===== src/rtl/cache_arbiter_pkg.sv =====
// Shared types for the L1 memory-port arbiter.
// Holds FSM states, client ids and transaction opcodes.
`timescale 1ns/1ps
package rv32i_types;

  typedef enum logic [2:0] {
    IDLE,
    I_BUSY,
    D_BUSY,
    I_DONE,
    D_DONE
  } arb_state_t;

  typedef enum logic {
    ARB_I,
    ARB_D
  } arb_client_t;

  typedef enum logic {
    ARB_RD,
    ARB_WR
  } arb_op_t;

endpackage


===== src/rtl/cache_arbiter.sv =====
// Shares one cache-line memory port between icache and dcache.
// Round-robin on ties; the granted request is held for the whole transaction.
`timescale 1ns/1ps
module cache_arbiter
  import rv32i_types::*;
#(
  parameter int LINE_W = 256,
  parameter int ADDR_W = 32
) (
  input  logic              clk,
  input  logic              rst,
  input  logic              i_read,
  input  logic [ADDR_W-1:0] i_addr,
  output logic [LINE_W-1:0] i_rdata,
  output logic              i_resp,
  input  logic              d_read,
  input  logic              d_write,
  input  logic [ADDR_W-1:0] d_addr,
  input  logic [LINE_W-1:0] d_wdata,
  output logic [LINE_W-1:0] d_rdata,
  output logic              d_resp,
  output logic              mem_read,
  output logic              mem_write,
  output logic [ADDR_W-1:0] mem_addr,
  output logic [LINE_W-1:0] mem_wdata,
  input  logic [LINE_W-1:0] mem_rdata,
  input  logic              mem_resp,
  output logic              d_rw_err
);

  arb_state_t  state;
  arb_state_t  state_nx;
  arb_client_t last_gnt;
  arb_op_t     op_q;

  logic [ADDR_W-1:0] addr_q;
  logic [LINE_W-1:0] wdata_q;
  logic [LINE_W-1:0] line_q;
  logic              rw_err_q;

  logic i_req;
  logic d_req;
  logic grant_i;
  logic grant_d;
  logic busy;

  assign i_req = i_read;
  assign d_req = d_read | d_write;
  assign busy  = (state == I_BUSY) | (state == D_BUSY);

  always_comb begin
    state_nx = state;
    grant_i  = 1'b0;
    grant_d  = 1'b0;
    unique case (state)
      IDLE: begin
        // icache wins only if alone or if dcache had the last grant
        if (i_req && (!d_req || last_gnt == ARB_D)) begin
          grant_i  = 1'b1;
          state_nx = I_BUSY;
        end else if (d_req) begin
          grant_d  = 1'b1;
          state_nx = D_BUSY;
        end
      end
      I_BUSY: if (mem_resp) state_nx = I_DONE;
      D_BUSY: if (mem_resp) state_nx = D_DONE;
      I_DONE: state_nx = IDLE;
      D_DONE: state_nx = IDLE;
      default: state_nx = IDLE;
    endcase
  end

  always_ff @(posedge clk) begin
    if (!rst) begin
      state    <= IDLE;
      last_gnt <= ARB_I;
      op_q     <= ARB_RD;
      addr_q   <= '0;
      wdata_q  <= '0;
      line_q   <= '0;
      rw_err_q <= 1'b0;
    end else begin
      state <= state_nx;
      if (grant_i) begin
        last_gnt <= ARB_I;
        op_q     <= ARB_RD;
        addr_q   <= i_addr;
      end
      if (grant_d) begin
        last_gnt <= ARB_D;
        op_q     <= d_write ? ARB_WR : ARB_RD;
        addr_q   <= d_addr;
        if (d_write) wdata_q <= d_wdata;
      end
      if (busy && mem_resp) line_q <= mem_rdata;
      if (d_read && d_write) rw_err_q <= 1'b1;
    end
  end

  assign mem_read  = busy && (op_q == ARB_RD);
  assign mem_write = busy && (op_q == ARB_WR);
  assign mem_addr  = addr_q;
  assign mem_wdata = wdata_q;

  assign i_resp   = (state == I_DONE);
  assign d_resp   = (state == D_DONE);
  assign i_rdata  = line_q;
  assign d_rdata  = line_q;
  assign d_rw_err = rw_err_q;

endmodule


===== config.mk =====
export PLATFORM = sky130hd
export DESIGN_NAME = cache_arbiter
export DESIGN_NICKNAME = d
export VERILOG_FILES = /design/src/rtl/cache_arbiter_pkg.sv /design/src/rtl/cache_arbiter.sv
export SDC_FILE = /design/constraint.sdc
export NUM_CORES = 1
export LEC_CHECK = 0
export BUFFER_PORTS_ARGS = -buffer_cell sky130_fd_sc_hd__buf_2
export CORE_AREA = 2 2 544 546
export CTS_BUF_LIST = sky130_fd_sc_hd__clkbuf_2
export CTS_CLUSTER_DIAMETER = 150
export DETAILED_ROUTE_END_ITERATION = 10
export DIE_AREA = 0 0 546 548
export PLACE_DENSITY = 0.3
export SLEW_MARGIN = 20
export SYNTH_ARGS = -nofsm -noshare
export SYNTH_HDL_FRONTEND = slang
export SYNTH_SLANG_ARGS = --single-unit

===== constraint.sdc =====
create_clock -name clk -period 1.36 [get_ports clk]
set_input_delay 0 -clock clk [delete_from_list [all_inputs] [get_ports clk]]
set_output_delay 0 -clock clk [all_outputs]
set_load 0.01 [all_outputs]

==> results of run 1 <==
cell families after synthesis:
group	synth area share, %
simple gates	18.3
flops	48.1
mux	0.306
xor+xnor	0.0711
buf+inv	13.5
compound gates	19.7
metrics by stage:
step,instances,TNS (ns)
2_1_floorplan,2657,-14.31
3_3_place_gp,7665,-154.71
3_5_place_dp,7665,-160.17
cells in the mapped netlist (2+ instances only):
| master | number |
|---|---|
| buf_12 | 2 |
| nor2b_1 | 3 |
| buf_4 | 268 |
| a21boi_0 | 49 |
| nor2_1 | 4 |
| a22oi_1 | 26 |
| nand2_2 | 40 |
| a21boi_2 | 40 |
| o21a_1 | 2 |
| dfxtp_1 | 550 |
| nand2_1 | 1012 |
| buf_2 | 47 |
| buf_1 | 3 |
| a21oi_1 | 9 |
| buf_6 | 45 |
| mux2i_1 | 7 |
| o21ai_0 | 6 |
| and3_1 | 4 |
| nand3_1 | 3 |
| clkbuf_1 | 77 |
| a21boi_1 | 449 |
==> results.md, run 1 <==
* Leading area contributor after synthesis: dfxtp_1
* PostCTS Resize Cnt at 1897
* # port buffers at 1386
* Post-DP HPWL at 156000 um
* Yosys reg bits at 550
* Post-Synthesis Cell Area at 22900 um2
* Synth cell types at 32
* Number of CTS-inserted buffers at roughly 180
* Register area share after synthesis at roughly half
* Site row count at just under 200
* Clock Tree Root: clkbuf_2
* IO Pins at around 1400
* Post-Synthesis Cells at between 2000 and 3000
* Synth async-reset ratio at 0%
* Routability Congestion at ~0.85
* Number of synthesized flops with an enable pin at 0
* Synthesis Warnings at 0
* Error msg: [ERROR RSZ-0060] Max buffer count reached.
* Clock sink count at between 500 and 600
* Synth Flop Type: dfxtp_1
* Placed instance area at 33200 um2
* Die W at about 550 um
* Max clock buf depth at 4
* Failed at: 4_1_cts
* Setup Fix Bufs, Post-CTS at slightly below 80
* Yosys top cell area share at 48.1%
* Initial Utilization at 7.81%
* CTS Hold Bufs at 1611
* Synth Net Count at 3239
* Height of the die at 548 um
* Syn avg cell area at 8.61 um2
* H-tree Lvls at 4
* Dpl ws at -0.424 ns
* Status: aborted with a tool error
* Synth area leaders: dfxtp_1 48%, nand2_1 17%, a21boi_1 15%
==> run 2, diff against run 1 <==
Settings changed: CORE_AREA 2 2 544 546 to 2 2 535 537, CTS_BUF_LIST sky130_fd_sc_hd__clkbuf_2 to not set, CTS_CLUSTER_DIAMETER 150 to not set, DIE_AREA 0 0 546 548 to 0 0 537 539, PLACE_DENSITY 0.3 to not set, PLACE_DENSITY_LB_ADDON set to 0.15.
Clock period 1.36 ns to 1.8 ns, I/O delays scaled along.
==> run 2 against run 1 <==
  * The flow now finishes, with violations (setup timing)
  * Synthesized cell count stayed put
  * Area after synthesis stayed put
==> results.md, run 2 <==
* Routability Congestion at 0.825
* Die W at 537 um
* Clock Tree Root: clkbuf_16
* Worst path bufs/invs at 2
* Synth cell types at 32
* Synth Flop Type: dfxtp_1
* First-pass GRT wire length at ~230000 um
* Number of synthesized flops with an enable pin at 0
* Synth Net Count at 3239
* Worst setup SP type: flip-flop
* Clock sink count at 550
* Hold endpoint: mem_wdata[200]$_SDFFE_PN0P_
* Total chip power at 42.0 mW
* Synthesis Warnings at 0
* Final max-slew violation count at 0
* Final min period at 1.83 ns
* Yosys reg bits at 550
* CTS tree: yes
* Synth area leaders: dfxtp_1 48%, nand2_1 17%, a21boi_1 15%
* R2R depth at 9
* Post-Synthesis Cell Area at 22900 um2
* Cell family with most CP delay: flip-flops
* Max-cap violations at 0
* Worst-margin pin slew at 0.452 ns
* Critical path's largest stage delay at 0.36 ns
* Drc violations at 0
* Met2 Use GR at 20.4%
* RSZ-0062 raised after global routing: true
* Cells on Worst Hold Path at 4
* RR Startpoint: state[0]$_SDFFE_PN0P_
* R2R Setup Slk at -0.01 ns
* CP Capture Type: output pin
* # port buffers at 1386
* Slowest cell on the critical path: dfxtp_4
* Nets at 5353
* All-Layer GR Usage at 11.4%
* Worst skew pair latency at 0.77 ns
* Fraction of layout cells with a size suffix above 1 at about 40%
* Initial drt markers at 1053
* Via Count at approximately 27000
* Max VDD drop at 0.589 mV
* Height of the die at 539 um
* Slew HR at 69.8%
* Most frequent cells in the layout: 1381 x buf_2, 966 x nand2_1, 864 x dlygate4sd3_1
* DRT Pass-1 Iters at 5
* Leading area contributor after synthesis: dfxtp_1
* CORE AREA at 284000 um2
* Register area share after synthesis at 48.1%
* Vias in the first global route at about 27000
* Largest net degree at the start of global routing at 66
* Antenna viol nets, final at 0
* Pwr/cell area at 909 nW/um2
* Hold WC Path Type: in2reg
* Skew final at around 0.044 ns
* WL/cell at ~21 um
* H-tree Lvls at 3
* Max clock buf depth at 4
* LEAKAGE at 20.2 nW
* Final Hold Viols at 0
* IO Pins at 1387
* Initial Utilization at ~8.1%
* GR Util met1 at about an eighth
* Synth top cells by count: 1012 x nand2_1, 550 x dfxtp_1, 449 x a21boi_1
* Post-DP HPWL at around 140000 um
* CP Cell Sequence: xor2_2 -> buf_4 -> and3_4 -> buf_12
* Clk pin slew, worst setup/hold paths at approximately 0.05 ns
* Crit Path Category: reg2out
* Yosys top cell area share at 48.1%
* Hold_sp: d_wdata[200]
* Period utilization at 102%
* Site row count at roughly 200
* Via density at 3.11
* Worst hold slack at 0.0563 ns
* Max Fclk at 547 MHz
* Busiest grt layer: met2
* CP Max Fanout at 3
* Post-Synthesis Cells at 2657
* Syn avg cell area at around 8.6 um2
* Initial antenna violation count at 88
* Area delta synth->final at 102%
* Final Setup Violations at 5
* CP arrival at 1.83 ns
* Status: finished with violations
* Number of CTS-inserted buffers at 84
* Worst setup margin at -0.0271 ns
* Most common cell in the netlist: nand2_1
* Grt ovf at 0
* Met3 GRT Util at 3.82%
* Crit path required time at 1.80 ns
* Filler Cells Inserted at 32400
* Final wirelength at about 180000 um
* Reg2reg end: mem_wdata[190]$_SDFFE_PN0P_
* Violated checks: setup timing
* Commonest non-fill, non-tap cell in the layout: buf_2
* Die area at 289000 um2
* Synth async-reset ratio at 0%
run 2: tightest hold or removal path: stages:
cell           delay (ns)
dlygate4sd3_1        0.53
buf_2                0.13
nand2_2              0.06
a21boi_1             0.05
run 2: final cells by class:
cell class | count | area (um2) | area share, %
inverters | 1 | 6.26 | 0.0135
clock buffers | 125 | 2440 | 5.27
multi-input cells | 1664 | 9040 | 19.6
flip-flops and latches | 550 | 11000 | 23.9
diodes | 24 | 60.1 | 0.130
repair buffers | 2470 | 18800 | 40.6
well taps | 3762 | 4710 | 10.2
clock inverters | 17 | 166 | 0.360
run 2: timing repair:
action                                 CTS  global route
hold buffers                           864             0
endpoints found under the hold margin  550             0
cloned                                   1            33
gates resized for setup                 39           146
pin swaps                                4           103
setup endpoints to repair              133           249
setup buffers                            6            27
run 2: power by group:
part | switching, mW | internal [mW] | total, mW
Combinational | 6.13 | 5.43 | 11.6
Sequential | 0.957 | 13.3 | 14.2
Clock | 6.61 | 9.58 | 16.2
Total | 13.7 | 28.3 | 42.0
run 2: through the flow:
step	utilization (%)	setup WS [ns]	TNS, ns	cell area [um2]	instances
finish	16.3	-0.0271	-0.0490	46200	8613
CTS	15.7	-0.131	-0.218	44600	8531
detailed placement	11.7	-0.0930	-2.84	33100	7518
floorplan	-	0.342	0	22900	2657
global placement	11.7	-0.0844	-2.29	33100	7518
global route	16.3	-0.124	-5.30	46200	8605
run 2: cell families after synthesis:
kind of cell    count (synthesis)  synth area share, %
flops                         550                 48.1
simple gates                 1072                 18.3
mux                             7                0.306
compound gates                584                 19.7
buf+inv                       443                 13.5
xor+xnor                        1               0.0711
run 2: layer usage:
metal,vias up,routed length (um)
met2,1166,90800
li1,12600,-
met4,44,5120
met1,12800,70200
met3,234,14600
met5,-,284
run 2: worst max path at each step:
stage / depth (start not counted) / from / to
global route: 4 / state[1]$_SDFFE_PN0P_ / mem_write
global placement: 6 / state[0]$_SDFFE_PN0P_ / d_rdata[193]$_SDFFE_PN0P_
detailed placement: 6 / state[0]$_SDFFE_PN0P_ / d_rdata[134]$_SDFFE_PN0P_
floorplan: 7 / state[1]$_SDFFE_PN0P_ / mem_addr[0]$_SDFFE_PN0P_
finish: 4 / state[1]$_SDFFE_PN0P_ / mem_write
CTS: 4 / state[1]$_SDFFE_PN0P_ / mem_write
No activity file was read; power rests on OpenSTA's default activity.
==> run 3, diff against run 2 <==
==> constraint.sdc (replaced) <==
create_clock -name clk -period 1.8 [get_ports clk]
set_input_delay 0.09 -clock clk [delete_from_list [all_inputs] [get_ports clk]]
set_output_delay 0.09 -clock clk [all_outputs]
set_load 0.01 [all_outputs]
==> run 3 against run 2 <==
  * The run still ends with setup timing left
  * Via count shrank 3.6%
  * Setup slack lost 0.085 ns
  * Fmax shrank 4.4%
  * Register-to-register slack got worse by 0.10 ns
  * Final area down 2.9%
  * Largest cell class unchanged
==> results.md, run 3 (same netlist as run 2, synthesis figures left out) <==
* Slew HR at roughly three fifths
* Period utilization at 106%
* Skew final at ~0.065 ns
* Initial Utilization at between 8 and 9%
* Sw power at between 10 and 15 mW
* Fraction of layout cells with a size suffix above 1 at 43.1%
* Final wirelength at 186000 um
* CTS tree: yes
* Nets at 5123
* CORE AREA at roughly 280000 um2
* Max Fclk at 523 MHz
* CP Max Fanout at 7
* # port buffers at roughly 1400
* CP Cell Sequence: buf_4 -> nor3_4 -> and3_4 -> clkbuf_16 -> buf_12 -> buf_12 -> nand2_4 -> a21boi_1
* WL/cell at 22.1 um
* Hold WC Path Type: in2reg
* RSZ-0062 raised after global routing: true
* Routability Congestion at 0.844
* Final Setup Violations at 136
* Die W at 537 um
* Worst path bufs/invs at 4
* Worst-margin pin slew at 0.574 ns
* Sw Share at 33.3%
* Initial antenna violation count at 88
* Total chip power at 42.5 mW
* Initial drt markers at 956
* Core Util, Final at 15.8%
* Final Hold Viols at 0
* CP arrival at 2.59 ns
* Finished Cell Area at 44800 um2
* Pwr/cell area at 948 nW/um2
* Max clock buf depth at 4
* Post-Place Cells at between 7000 and 8000
* Number of CTS-inserted buffers at 84
* Final min period at 1.91 ns
* Reg2reg end: mem_wdata[36]$_SDFFE_PN0P_
* Clock sink count at 550
* Via density at approximately 3.1
* H-tree Lvls at 3
* R2R depth at 8
* Most frequent cells in the layout: 1381 x buf_2, 931 x nand2_1, 587 x dlygate4sd3_1
* Clock Tree Root: clkbuf_16
* First-pass GRT wire length at 227000 um
* R2R Setup Slk at -0.11 ns
* Worst skew pair latency at 0.80 ns
* DRT Pass-1 Iters at 5
* Via Count at approximately 26000
* Drc violations at 0
* Internal power at roughly 28 mW
* Reg power frac at 33.6%
* Max VDD drop at between 0.6 and 0.7 mV
* Site row count at between 150 and 200
* Crit path required time at approximately 2.5 ns
* Max-cap violations at 0
* All-Layer GR Usage at 11.4%
* LEAKAGE at 19.7 nW
* Worst setup SP type: flip-flop
* Hold_sp: d_wdata[168]
* Area delta synth->final at 95.9%
* Most frequent CP cell: buf_12
* CP Capture Type: flip-flop
* Worst setup margin at -0.112 ns
* Post-DP HPWL at 142000 um
* IO Pins at roughly 1400
* Antenna viol nets, final at 0
* Commonest non-fill, non-tap cell in the layout: buf_2
* Placed instance area at 33000 um2
* Status: finished with violations
* Vias in the first global route at 25800
* Slowest cell on the critical path: dfxtp_4
* Crit Path Category: reg2reg
* Clk pin slew, worst setup/hold paths at 0.06 ns
* Comb power frac at around 29%
* Grt ovf at 0
* RR Startpoint: state[1]$_SDFFE_PN0P_
* Non-Filler Instances at around 8400
* Largest net degree at the start of global routing at 84
* Clk pwr share at 37.8%
* Height of the die at 539 um
* Cell family with most CP delay: buffers and inverters
* Dpl ws at -0.102 ns
* Critical path's largest stage delay at 0.35 ns
* Final max-slew violation count at 0
* Setup TNS at -4.20 ns
* Hold endpoint: mem_wdata[168]$_SDFFE_PN0P_
* Violated checks: setup timing
* Die area at 289000 um2
* Cells on Worst Hold Path at 4
* Worst hold slack at 0.0862 ns
## run 3: cell types whose count changed in the layout (fill, tap and decap cells not counted), sizes merged
cell | before | now
buf | 1578 | 1601
bufbuf | 0 | 2
bufinv | 2 | 1
clkbuf | 153 | 179
clkinv | 9 | 10
clkinvlp | 2 | 5
diode | 24 | 34
dlygate4sd3 | 864 | 587
inv | 5 | 4
## run 3: cell type report
cell class | instances | area [um2]
antenna | 34 | 85.1
clock inverter | 19 | 184
clock buffer | 129 | 2400
multi-input combinational | 1664 | 9340
tap | 3762 | 4710
timing repair buffer | 2240 | 17100
sequential | 550 | 11000
fill | 32500 | 239000
inverter | 1 | 6.26
## run 3: how the worst max path moves through the flow
| stage | startpoint | to | depth (start not counted) |
|---|---|---|---|
| final | state[1]$_SDFFE_PN0P_ | mem_wdata[36]$_SDFFE_PN0P_ | 8 |
| after global routing | state[0]$_SDFFE_PN0P_ | mem_write | 4 |
| after CTS | state[0]$_SDFFE_PN0P_ | mem_write | 4 |
| after detailed placement | state[1]$_SDFFE_PN0P_ | mem_addr[13]$_SDFFE_PN0P_ | 7 |
| after global placement | last_gnt$_SDFFE_PN0P_ | mem_addr[13]$_SDFFE_PN0P_ | 6 |
| after floorplan | state[1]$_SDFFE_PN0P_ | mem_addr[0]$_SDFFE_PN0P_ | 7 |
## run 3: what timing repair did
| item | CTS | global route |
|---|---|---|
| pin swaps | 7 | 60 |
| buffers inserted | 13 | 49 |
| cloned | 4 | 58 |
| endpoints found under the hold margin | 549 | 0 |
| hold buffers | 587 | 0 |
| setup endpoints to repair | 23 | 513 |
| resized for setup | 87 | 262 |
## run 3: power by group through the flow
stage                     registers (mW)  logic (mW)  clock network (mW)
final                               14.3        12.2                16.1
after detailed placement            14.5        8.61                   0
after global routing                14.4        13.1                17.2
after floorplan                     14.6        3.90                   0
after global placement              14.5        8.65                   0
after CTS                           14.3        10.3                16.8
## run 3: tightest hold or removal path, cell delays in order
cell and delay, ns:
dlygate4sd3_1 0.52, buf_2 0.12, nand2_1 0.05, a21boi_1 0.05
## run 3: layer usage
metal	part of all wire (%)	GRT usage (%)	routed length (um)
met5	0.10	0	194
met4	2.6	2.88	4920
met3	8.0	3.85	14900
met2	50	20.3	93000
met1	39	12.8	72800
==> run 4, diff against run 3 <==
--- a/config.mk
+++ b/config.mk
@@ -9,2 +9,3 @@
 export CORE_AREA = 2 2 535 537
+export CTS_BUF_LIST = sky130_fd_sc_hd__clkbuf_8
 export DETAILED_ROUTE_END_ITERATION = 10
==> constraint.sdc (replaced) <==
create_clock -name clk -period 1.8 [get_ports clk]
set_input_delay 0.18 -clock clk [delete_from_list [all_inputs] [get_ports clk]]
set_output_delay 0.18 -clock clk [all_outputs]
set_load 0.01 [all_outputs]
==> run 4 against run 3 <==
  * Non-clock buffer count rose by 406
  * Fmax shrank 12%
  * Core utilization is 2.1 points higher
  * The flow still finishes with violations (setup timing)
  * Sequential power about the same
  * Sequential cell count is the same
  * Count of clock-buffer cells in the layout up 24
  * Wire length down 0.65%
  * Critical path depth decreased by 4
  * Sequential share of layout area shrank 2.3 points
==> results.md, run 4 (same netlist as run 2, synthesis figures left out) <==
* Status: finished with violations
* Violated checks: setup timing
* Number of CTS-inserted buffers at 124
* RSZ-0062 raised after global routing: true
* Area delta synth->final at 122%
* Max VDD drop at 0.538 mV
* Finished Cell Area at 50700 um2
* Post-DP HPWL at 141000 um
* Max-cap violations at 0
* Period utilization at 121%
* Comb power frac at 31.5%
* R2R Setup Slk at -0.30 ns
* H-tree Lvls at 3
* Nets at 5569
* Vias in the first global route at 28200
* Slew HR at slightly above 60%
* Reg2reg end: d_rdata[132]$_SDFFE_PN0P_
* Worst setup SP type: flip-flop
* Non-Filler Instances at about 8900
* Largest net degree at the start of global routing at 98
* Final min period at 2.18 ns
* Via Count at 27800
* Height of the die at ~540 um
* Via density at 3.14
* Initial drt markers at 1001
* CORE AREA at 284000 um2
* R2R depth at 13
* Hold_sp: d_wdata[6]
* Cells on Worst Hold Path at 4
* Filler Cells Inserted at around 32000
* CP arrival at 2.00 ns
* Crit Path Category: reg2out
* Antenna viol nets, final at 0
* CTS tree: yes
* Final Hold Viols at 0
* Hold endpoint: mem_wdata[6]$_SDFFE_PN0P_
* Die W at 537 um
* CP Max Fanout at 3
* # port buffers at ~1400
* Worst skew pair latency at 0.96 ns
* IO Pins at around 1400
* RR Startpoint: state[0]$_SDFFE_PN0P_
* Placed instance area at 33100 um2
* Worst setup margin at -0.375 ns
* Reg power frac at 34.1%
* All-Layer GR Usage at 11.8%
* Die area at around 290000 um2
* Site row count at between 150 and 200
* Fraction of layout cells with a size suffix above 1 at 48.9%
* Post-Place Cells at between 7000 and 8000
* Drc violations at 0
* Grt ovf at 0
* Worst-margin pin slew at 0.589 ns
* Clk pwr share at 34.4%
* Worst hold slack at 0.138 ns
* Clock Tree Root: clkbuf_8
* Pwr/cell area at ~840 nW/um2
* Internal power at about 28 mW
* Max clock buf depth at 4
* CP Capture Type: output pin
* Most frequent cells in the layout: 1272 x buf_2, 995 x dlygate4sd3_1, 742 x nand2_1
* Initial antenna violation count at between 90 and 100
* Final wirelength at between 150000 and 200000 um
* Dpl ws at -0.0495 ns
* Hold WC Path Type: in2reg
* LEAKAGE at about 22 nW
* Sw power at 14.4 mW
* Max Fclk at 460 MHz
* Sw Share at 34.0%
* Skew final at between 0.1 and 0.15 ns
* Routability Congestion at 0.831
* DRT Pass-1 Iters at 5
* Final max-slew violation count at 0
* Commonest non-fill, non-tap cell in the layout: buf_2
* Initial Utilization at approximately 8.1%
* First-pass GRT wire length at between 200000 and 250000 um
* WL/cell at 20.8 um
* Clk pin slew, worst setup/hold paths at 0.05 ns
* Total chip power at 42.4 mW
* Final Setup Violations at 550
* Clock sink count at 550
* Crit path required time at 1.62 ns
[run 4: cell count changes in the layout (fill, tap and decap cells not counted), sizes merged, moves of 2 or more]
cell,change
buf,+15
clkinvlp,-4
dlygate4sd3,+408
clkbuf,+9
bufbuf,-2
bufinv,+2
inv,+44
[run 4: routing by layer]
metal  wire length [um]  vias up  global-route usage (%)
li1                   -    13100                       -
met1              71200    13200                    13.0
met2              92600     1215                    21.0
met3              15000      269                    4.02
met4               5530       36                    3.58
met5                228        -                       0
[run 4: how the worst max path moves through the flow]
stage,start,endpoint,slack [ns],depth (start not counted)
2_1_floorplan,state[1]$_SDFFE_PN0P_,mem_addr[0]$_SDFFE_PN0P_,0.34,7
3_3_place_gp,d_write,mem_addr[13]$_SDFFE_PN0P_,-0.10,7
3_5_place_dp,d_write,mem_addr[13]$_SDFFE_PN0P_,-0.05,7
4_1_cts,state[0]$_SDFFE_PN0P_,mem_write,-0.55,4
5_1_grt,state[1]$_SDFFE_PN0P_,mem_write,-0.55,4
6_report,state[0]$_SDFFE_PN0P_,mem_write,-0.38,4
[run 4: worst max-delay path, cell delays in order, from the launching register on]
cell and delay, ns:
dfxtp_4 0.35, xor2_2 0.17, buf_4 0.14, and3_4 0.21, buf_12 0.14
[run 4: stage by stage]
step | util (%) | setup TNS, ns
after CTS | 16.8 | -51.95
after global routing | 17.9 | -158.11
after detailed placement | 11.7 | -0.246
final | 17.9 | -92.19
after global placement | 11.7 | -0.295
after floorplan | - | 0
[run 4: cell type report]
| type | instances | area, um2 | share of cell area (%) |
|---|---|---|---|
| inverter | 1 | 8.76 | 0.0173 |
| multi-input combinational | 1664 | 10600 | 20.8 |
| tap | 3762 | 4710 | 9.28 |
| sequential | 550 | 11300 | 22.3 |
| clock inverter | 60 | 357 | 0.703 |
| clock buffer | 153 | 2110 | 4.15 |
| antenna | 35 | 87.6 | 0.173 |
| timing repair buffer | 2646 | 21600 | 42.5 |
[run 4: what timing repair did]
item / in CTS / in global routing
endpoints found under the hold margin: 550 / 1
setup buffers: 43 / 46
endpoints found under the setup margin: 480 / 533
pin swaps: 73 / 312
gates cloned: 22 / 38
gates resized for setup: 464 / 621
hold buffers: 994 / 1
[run 4: power by group through the flow]
stage / Clock [mW] / Sequential (mW) / Combinational, mW
detailed placement: 0 / 14.5 / 8.68
global route: 15.9 / 14.6 / 14.4
CTS: 15.5 / 14.4 / 12.0
finish: 14.6 / 14.5 / 13.4
global placement: 0 / 14.5 / 8.74
floorplan: 0 / 14.6 / 3.90
